**src/rtl/fb_write_arbiter.sv**
```systemverilog
// Frame-buffer write arbiter: N drawing sources -> one registered frame-manager write port.
// Latency: 1 cycle from an accepted request (grant & src_req & write_awaited) to write_active.
// Backpressure: write_awaited=0 blocks every write; outputs hold and the granted source stalls.
//
// Ports:
//   clk, resetN            pixel clock, asynchronous active-low reset
//   frame                  one-cycle start-of-frame pulse (samples src_enable)
//   src_enable/req/done    per-source enable mask, pixel valid, end-of-frame level
//   src_color/x/y/transp   packed per-source pixel payloads (source i at slice i)
//   grant                  one-hot; the granted source may present and advance
//   write_awaited          frame manager can accept a write this cycle
//   write_*                registered write strobe, payload and source index
//   frame_done             one-cycle pulse at end of frame
//   overrun, overrun_cnt   sticky overrun flag and saturating overrun count
// MODE 0 = painter's order (one source at a time per frame), MODE 1 = round-robin per write.
// Optional feature: define FB_ARB_OVERRUN_CNT_EN to build the 8-bit saturating overrun counter;
// without it overrun_cnt is tied to zero.
module fb_write_arbiter #(
  parameter int NUM_SOURCES = 4,
  parameter int COLOR_DEPTH = 9,
  parameter int ADDR_W      = 32,
  parameter int MODE        = 0,
  parameter int SEL_W       = $clog2(NUM_SOURCES)
) (
  input  logic                             clk,
  input  logic                             resetN,
  input  logic                             frame,
  input  logic [NUM_SOURCES-1:0]           src_enable,
  input  logic [NUM_SOURCES-1:0]           src_req,
  input  logic [NUM_SOURCES-1:0]           src_done,
  input  logic [NUM_SOURCES*COLOR_DEPTH-1:0] src_color,
  input  logic [NUM_SOURCES*ADDR_W-1:0]    src_x,
  input  logic [NUM_SOURCES*ADDR_W-1:0]    src_y,
  input  logic [NUM_SOURCES-1:0]           src_transparent,
  output logic [NUM_SOURCES-1:0]           grant,
  input  logic                             write_awaited,
  output logic                             write_active,
  output logic                             write_transparent,
  output logic [COLOR_DEPTH-1:0]           write_color_data,
  output logic [ADDR_W-1:0]                write_x_addr,
  output logic [ADDR_W-1:0]                write_y_addr,
  output logic [SEL_W-1:0]                 write_source_sel,
  output logic                             frame_done,
  output logic                             overrun,
  output logic [7:0]                       overrun_cnt
);

  typedef enum logic [1:0] {IDLE = 2'd0, SERVE = 2'd1, DONE = 2'd2} state_t;

  state_t                 state;
  logic [NUM_SOURCES-1:0] en_q;
  logic [SEL_W-1:0]       cur;
  logic [SEL_W-1:0]       ptr;

  logic                   first_vld;
  logic [SEL_W-1:0]       first_idx;
  logic                   next_vld;
  logic [SEL_W-1:0]       next_idx;
  logic                   rr_vld;
  logic [SEL_W-1:0]       rr_idx;
  int                     rr_best;
  int                     rr_dist;
  logic [SEL_W-1:0]       win_idx;
  logic                   fire;
  logic                   ovr_evt;

  logic [COLOR_DEPTH-1:0] mux_color;
  logic [ADDR_W-1:0]      mux_x;
  logic [ADDR_W-1:0]      mux_y;
  logic                   mux_transp;

  // Lowest enabled index of the incoming mask: first source of a new frame.
  always_comb begin
    first_vld = 1'b0;
    first_idx = '0;
    for (int i = NUM_SOURCES - 1; i >= 0; i--) begin
      if (src_enable[i]) begin
        first_vld = 1'b1;
        first_idx = SEL_W'(i);
      end
    end
  end

  // Lowest enabled index strictly above cur: the painter's-order successor.
  always_comb begin
    next_vld = 1'b0;
    next_idx = '0;
    for (int i = NUM_SOURCES - 1; i >= 0; i--) begin
      if (en_q[i] && (i > int'(cur))) begin
        next_vld = 1'b1;
        next_idx = SEL_W'(i);
      end
    end
  end

  // Round-robin: the candidate with the smallest cyclic distance from ptr wins.
  always_comb begin
    rr_vld  = 1'b0;
    rr_idx  = '0;
    rr_best = NUM_SOURCES;
    rr_dist = 0;
    for (int i = 0; i < NUM_SOURCES; i++) begin
      rr_dist = (i >= int'(ptr)) ? (i - int'(ptr)) : (i + NUM_SOURCES - int'(ptr));
      if (src_req[i] && en_q[i] && (rr_dist < rr_best)) begin
        rr_best = rr_dist;
        rr_vld  = 1'b1;
        rr_idx  = SEL_W'(i);
      end
    end
  end

  always_comb begin
    grant = '0;
    if (MODE == 0) begin
      if (state == SERVE) grant[cur] = 1'b1;
    end else if (write_awaited && rr_vld) begin
      grant[rr_idx] = 1'b1;
    end
  end

  assign win_idx = (MODE == 0) ? cur : rr_idx;
  assign fire    = (|(grant & src_req)) && write_awaited;
  // A frame arriving while a frame is still being painted (or just finishing).
  assign ovr_evt = frame && (state != IDLE);

  always_comb begin
    mux_color  = '0;
    mux_x      = '0;
    mux_y      = '0;
    mux_transp = 1'b0;
    for (int i = 0; i < NUM_SOURCES; i++) begin
      if (win_idx == SEL_W'(i)) begin
        mux_color  = src_color[i*COLOR_DEPTH +: COLOR_DEPTH];
        mux_x      = src_x[i*ADDR_W +: ADDR_W];
        mux_y      = src_y[i*ADDR_W +: ADDR_W];
        mux_transp = src_transparent[i];
      end
    end
  end

  // Scheduler state. frame takes priority over src_done so an overrun always restarts cleanly.
  always_ff @(posedge clk or negedge resetN) begin
    if (!resetN) begin
      state      <= IDLE;
      en_q       <= '0;
      cur        <= '0;
      ptr        <= '0;
      frame_done <= 1'b0;
      overrun    <= 1'b0;
    end else begin
      frame_done <= 1'b0;
      if (MODE == 0) begin
        if (frame) begin
          if (ovr_evt) overrun <= 1'b1;
          en_q <= src_enable;
          if (first_vld) begin
            cur   <= first_idx;
            state <= SERVE;
          end else begin
            state      <= DONE;
            frame_done <= 1'b1;
          end
        end else begin
          case (state)
            SERVE: begin
              if (src_done[cur]) begin
                if (next_vld) begin
                  cur <= next_idx;
                end else begin
                  state      <= DONE;
                  frame_done <= 1'b1;
                end
              end
            end
            DONE:    state <= IDLE;
            default: state <= IDLE;
          endcase
        end
      end else begin
        frame_done <= frame;
        if (frame) en_q <= src_enable;
        if (fire) ptr <= (rr_idx == SEL_W'(NUM_SOURCES - 1)) ? '0 : rr_idx + SEL_W'(1);
      end
    end
  end

  // Registered write bus; payload only changes on an accepted write.
  always_ff @(posedge clk or negedge resetN) begin
    if (!resetN) begin
      write_active      <= 1'b0;
      write_transparent <= 1'b0;
      write_color_data  <= '0;
      write_x_addr      <= '0;
      write_y_addr      <= '0;
      write_source_sel  <= '0;
    end else begin
      write_active <= fire;
      if (fire) begin
        write_transparent <= mux_transp;
        write_color_data  <= mux_color;
        write_x_addr      <= mux_x;
        write_y_addr      <= mux_y;
        write_source_sel  <= win_idx;
      end
    end
  end

`ifdef FB_ARB_OVERRUN_CNT_EN
  always_ff @(posedge clk or negedge resetN) begin
    if (!resetN) begin
      overrun_cnt <= 8'd0;
    end else if (ovr_evt && (overrun_cnt != 8'hFF)) begin
      overrun_cnt <= overrun_cnt + 8'd1;
    end
  end
`else
  assign overrun_cnt = 8'd0;
`endif

endmodule

```
**config.mk**
```make
export PLATFORM = sky130hd
export DESIGN_NAME = fb_write_arbiter
export DESIGN_NICKNAME = d
export VERILOG_FILES = /design/src/rtl/fb_write_arbiter.sv
export SDC_FILE = /design/constraint.sdc
export NUM_CORES = 1
export LEC_CHECK = 0
export ABC_AREA = 1
export BUFFER_PORTS_ARGS = -buffer_cell sky130_fd_sc_hd__buf_2
export CORE_AREA = 2 2 156 158
export DETAILED_ROUTE_END_ITERATION = 6
export DIE_AREA = 0 0 158 160
export GPL_ROUTABILITY_DRIVEN = 0
export PLACE_DENSITY = 0.64
export RECOVER_POWER = 25
export SETUP_SLACK_MARGIN = 0.2
export SKIP_CTS_REPAIR_TIMING = 1
export SLEW_MARGIN = 20
export SYNTH_ARGS = -nofsm -noshare
export SYNTH_HDL_FRONTEND = slang
export SYNTH_SLANG_ARGS = --single-unit
```
**constraint.sdc**
```tcl
create_clock -name clk -period 1.3 [get_ports clk]
set_input_delay 0.065 -clock clk [delete_from_list [all_inputs] [get_ports clk]]
set_output_delay 0.065 -clock clk [all_outputs]
set_load 0.02 [all_outputs]
```
# == Word-level counts from Yosys, hierarchy flattened ==
# Index checks and enable logic that the tools add are counted.
# totals
regBits,87
in_bits,312
out_inout_bits,91
elab_cells,89
# classes
n_lt_le_gt_ge,5
eq_ne,7
n_mux,50
n_bitwise,1
n_reduce_logical,15
# ops
cell,count
$mux 32,8
$mux 9,4
$mux 2,17
$mux 1,18
$reduce_bool 2->1,4
$logic_and 1x1->1,6
$and 4x4->4,1
$eq 2x1->1 const B,2
$eq 2x2->1 const B,2
$gt 2x2->1 const A,2
$mux 4,1
$reduce_and 2->1,2
$reduce_and 4->1,1
$reduce_or 4->1,1
$lt 2x3->1 const B,1
$ne 3x2->1 const B,1
$ne 3x3->1 const B,1
$bmux 1 s2,1
$demux 1 s2,1
$ge 2x1->1 const B,1
$gt 1x2->1 const A,1
$logic_not 2->1,1
$ne 2x1->1 const B,1

# == Logic depth before layout (Yosys ltp) ==
# depth
depth_word,9
depth_mapped,10

# == Least setup slack after synthesis ==
# No wires, ideal clock.
# synth_timing
path_type,reg2reg
from,register cur[0]
to,register write_x_addr[21]
setup_ps,117
t_arrival_ps,1306
required_time_ps,1183
setup_slack_ps,-123
stages_incl_launch_ff,10
period_less_slack_ps,1423
cell_sequence,dfrtp_1 > buf_4 > nor2_2 > nand3_1 > nand2_1 > o21ai_2 > buf_6 > buf_4 > nand2_1 > nand2_1
# synth_between
elab_chain_len,8
word_cells_on_any_way,17
classes_between,order compare: 2; eq/ne: 3; mux: 7; bitwise: 1; reduce/logical: 4
# synth_lines
item,line_no,text
start: declaration,52,logic [SEL_W-1:0] cur;
start signal: assignment,157,cur <= first_idx;
start signal: assignment,168,cur <= next_idx;
$lt 2x3->1 (not written as such) / $ge 2x1->1 (equally long branches),115,if (state == SERVE) grant[cur] = 1'b1;
$logic_and 1x1->1 (not written as such),115,
$mux 1 (not written as such),115,
$demux 1 s2,115,
$mux 4,115,
$and 4x4->4,122,assign fire = (|(grant & src_req)) && write_awaited;
$reduce_or 4->1,122,
$logic_and 1x1->1,122,
end signal: assignment,201,write_x_addr <= mux_x;
end: declaration,40,"output logic [ADDR_W-1:0] write_x_addr,"
# Parallel ways exist; a longest one is shown, timed or not.
# A chain may end at the register's enable or synchronous reset.

# == Worst setup path after layout ==
# layout_timing
from,register cur[0]
to,register write_transparent
# layout_between
elab_chain_len,8
word_cells_on_any_way,17
classes_between,order compare: 2; eq/ne: 3; mux: 7; bitwise: 1; reduce/logical: 4
# layout_lines
item,line_no,text
$lt 2x3->1 (not written as such) / $ge 2x1->1 (equally long branches),115,
$logic_and 1x1->1 (not written as such),115,
$mux 1 (not written as such),115,
$demux 1 s2,115,
$mux 4,115,
$and 4x4->4,122,
$reduce_or 4->1,122,
$logic_and 1x1->1,122,
end signal: assignment,199,write_transparent <= mux_transp;
end: declaration,38,"output logic write_transparent,"
# Parallel ways exist; a longest one is shown, timed or not.

==> impl_metrics.py <==
metrics = {
    "hold_path": {
        "hp-class": "in2reg",
    },
    "clock_network": {
        "cts_made_buffers": 9,
        "clk_pin_slew_ns": 0.07,
        "cts_sinks": 86,
        "cts_tree": "built",
        "htree_levels": 3,
        "clock_latency_ns": 0.34,
        "clockBufferDepth": 2,
        "root_buffer": "clkbuf_16",
    },
    "sta": {
        "tightestPinTransition_ns": 0.831,
        "slew_violations": 0,
        "period_share_pct": 120,
        "setup_viol": 86,
        "slew_headroom_pct": 44.6,
        "fin_ws_ns": -0.265,
        "max_freq_ghz": 0.639,
        "finalCriticalPeriod_ns": 1.56,
        "fin_skew_ns": 0.00611,
        "final_hold_viol_count": 0,
        "rsz0062_at_grt": "true",
    },
    "power_and_ir_drop": {
        "power_mw": 16.1,
        "power_density_nw_per_um2": 1780,
        "total_leakage_power_nw": 4.90,
        "vdd_drop_max_uv": 654,
    },
    "detailed_routing": {
        "via_count": 7258,
        "remaining_drc_errors": 0,
        "avgViaCountPerCell": 4.60,
        "wire_per_inst_um": 16.6,
        "drt_pre_antenna_iters": 5,
        "drt_first_iter_violations": 369,
        "ant_nets": 0,
        "wl_um": 26200,
    },
    "setup_path": {
        "path_class": "reg2reg",
        "crit_chain": "buf_12 -> nand2_4 -> inv_2 -> nand3_2 -> nand2_2 -> o21ai_4 -> buf_12 -> buf_16 -> nand2_1 -> nand2_1",
        "crit_fanout": 10,
        "required_ns": 1.58,
        "critPathLaunchType": "flop",
        "critPathArrivalTime_ns": 1.84,
        "crit_path_top_delay_cell": "dfrtp_1",
        "end_kind": "flop",
        "cpPeakStageDelay_ns": 0.40,
    },
    "floorplan": {
        "core_area_um2": 23800,
        "boundaryPins": 403,
        "std_cell_rows": 57,
        "die_h_um": 160,
        "dieArea_um2": 25300,
        "die_w_um": 158,
        "start_util_pct": 22.6,
    },
    "synthesis": {
        "synth.distinct_cells": 21,
        "synthCells": 830,
        "syn-cell-area_um2": 5390,
        "ys_seq_area_share_pct": 39.9,
        "ys_warn_count": 0,
        "syn_avg_cell_area_um2": 6.49,
        "ys_ff_latch": 86,
    },
    "global_routing": {
        "antenna_found_initial": 1,
        "grt_pass1_wl_um": 33900,
        "grt_use_total_pct": 17.1,
        "grt_pass1_vias": 6925,
        "grt-ovfl-total": 0,
        "grt_start_max_net_pins": 87,
    },
    "cells_and_area": {
        "layout_common_cells": "nand2_1 (444), buf_2 (388), dfrtp_1 (86)",
        "final_nets": 1559,
        "area_growth_pct": 67.3,
        "post-route-util_pct": 37.9,
        "drive_above_1_share_pct": 44.1,
        "final_common_cell": "nand2_1",
        "fillers": 2573,
    },
    "placement": {
        "pre_cts_ws_ns": -0.221,
        "dp_hpwl_um": 17100,
        "portBuffers": 394,
    },
    "status": {
        "violations": "setup timing",
        "outcome": "complete, but fails checks",
    },
    "run": {
        "maxCapViolations": 0,
    },
}
critical path, delay by kind of cell (launching register included):
kind | cells | cell delay, ns
AO/OA/AOI/OAI | 1 | 0.16
buffers and inverters | 4 | 0.58
flip-flops | 1 | 0.40
AND/OR/NAND/NOR | 5 | 0.34
path summary, 6_finish.rpt:
kind / cells after the start / start / endpoint / slack, ns
worst max-delay path: 10 / cur[0]$_DFFE_PN0P_ / write_transparent$_DFFE_PN0P_ / -0.26
worst min-delay path: 3 / frame / en_q[3]$_DFFE_PN0P_ / 0.003
worst max register to register: 10 / cur[0]$_DFFE_PN0P_ / write_transparent$_DFFE_PN0P_ / -0.26
worst min register to register: 2 / write_y_addr[2]$_DFFE_PN0P_ / write_y_addr[2]$_DFFE_PN0P_ / 0.47
max in group asynchronous: 3 / resetN / write_y_addr[5]$_DFFE_PN0P_ / 0.28
min in group asynchronous: 3 / resetN / write_color_data[1]$_DFFE_PN0P_ / 0.46
kinds of logic after synthesis:
| family | Yosys count | share of synthesized area, % |
|---|---|---|
| AOI/OAI and AO/OA | 8 | 0.905 |
| buffers and inverters | 77 | 7.45 |
| DFF | 86 | 39.9 |
| other | 1 | 0.0696 |
| and+or+nand+nor | 658 | 51.6 |
cells in the mapped netlist (all sizes together):
master	instances	area share (%)
a21oi	1	0.093
buf	54	5.8
clkbuf	13	0.91
conb	1	0.070
dfrtp	86	40
inv	10	0.70
nand2	482	34
nand3	87	8.1
nand3b	1	0.14
nand4	75	8.7
nor2	10	0.84
nor3	3	0.28
o21ai	5	0.53
o21bai	1	0.14
o31ai	1	0.14
metrics by stage:
stage	hold WS [ns]	cell area (um^2)	instances	TNS, ns
final	0.00251	9020	1577	-18.89
after global routing	0.0170	9020	1577	-26.21
after floorplan	-0.231	5630	837	-2.46
after CTS	-0.232	8350	1545	-18.25
after global placement	0.145	8070	1529	-12.99
after detailed placement	0.150	8070	1529	-15.38
layer usage:
layer  track usage (%)  up-vias  wire length, um  share of wire (%)
met5                 0        -                0                  0
met4              6.84        0              859                3.3
met3              4.34       51             2310                8.8
met2              30.9      385            12300                 47
met1              19.0     3313            10700                 41
li1                  -     3509                -                  -
where the power goes:
group	internal, mW	switching, mW
logic	3.49	5.50
clock network	1.36	1.13
registers	3.87	0.746
area by class of cell:
cell class                 instances  area, um^2  area share, %
antenna                            1        2.50         0.0278
clock buffer                      10         239           2.65
clock inverter                     6        43.8          0.486
inverter                          10        47.5          0.527
multi-input combinational        674        3130           34.7
sequential                        86        2150           23.9
tap                              324         405           4.50
timing repair buffer             466        3000           33.3
flip-flops by register name, indices dropped and copies added, names as in the netlist, 2 cells and up:
| name | cells |
|---|---|
| en_q | 3 |
| state | 2 |
| write_source_sel | 2 |
| write_y_addr | 32 |
| cur | 2 |
| write_x_addr | 32 |
| write_color_data | 9 |
(Power assumes the default switching activity.)
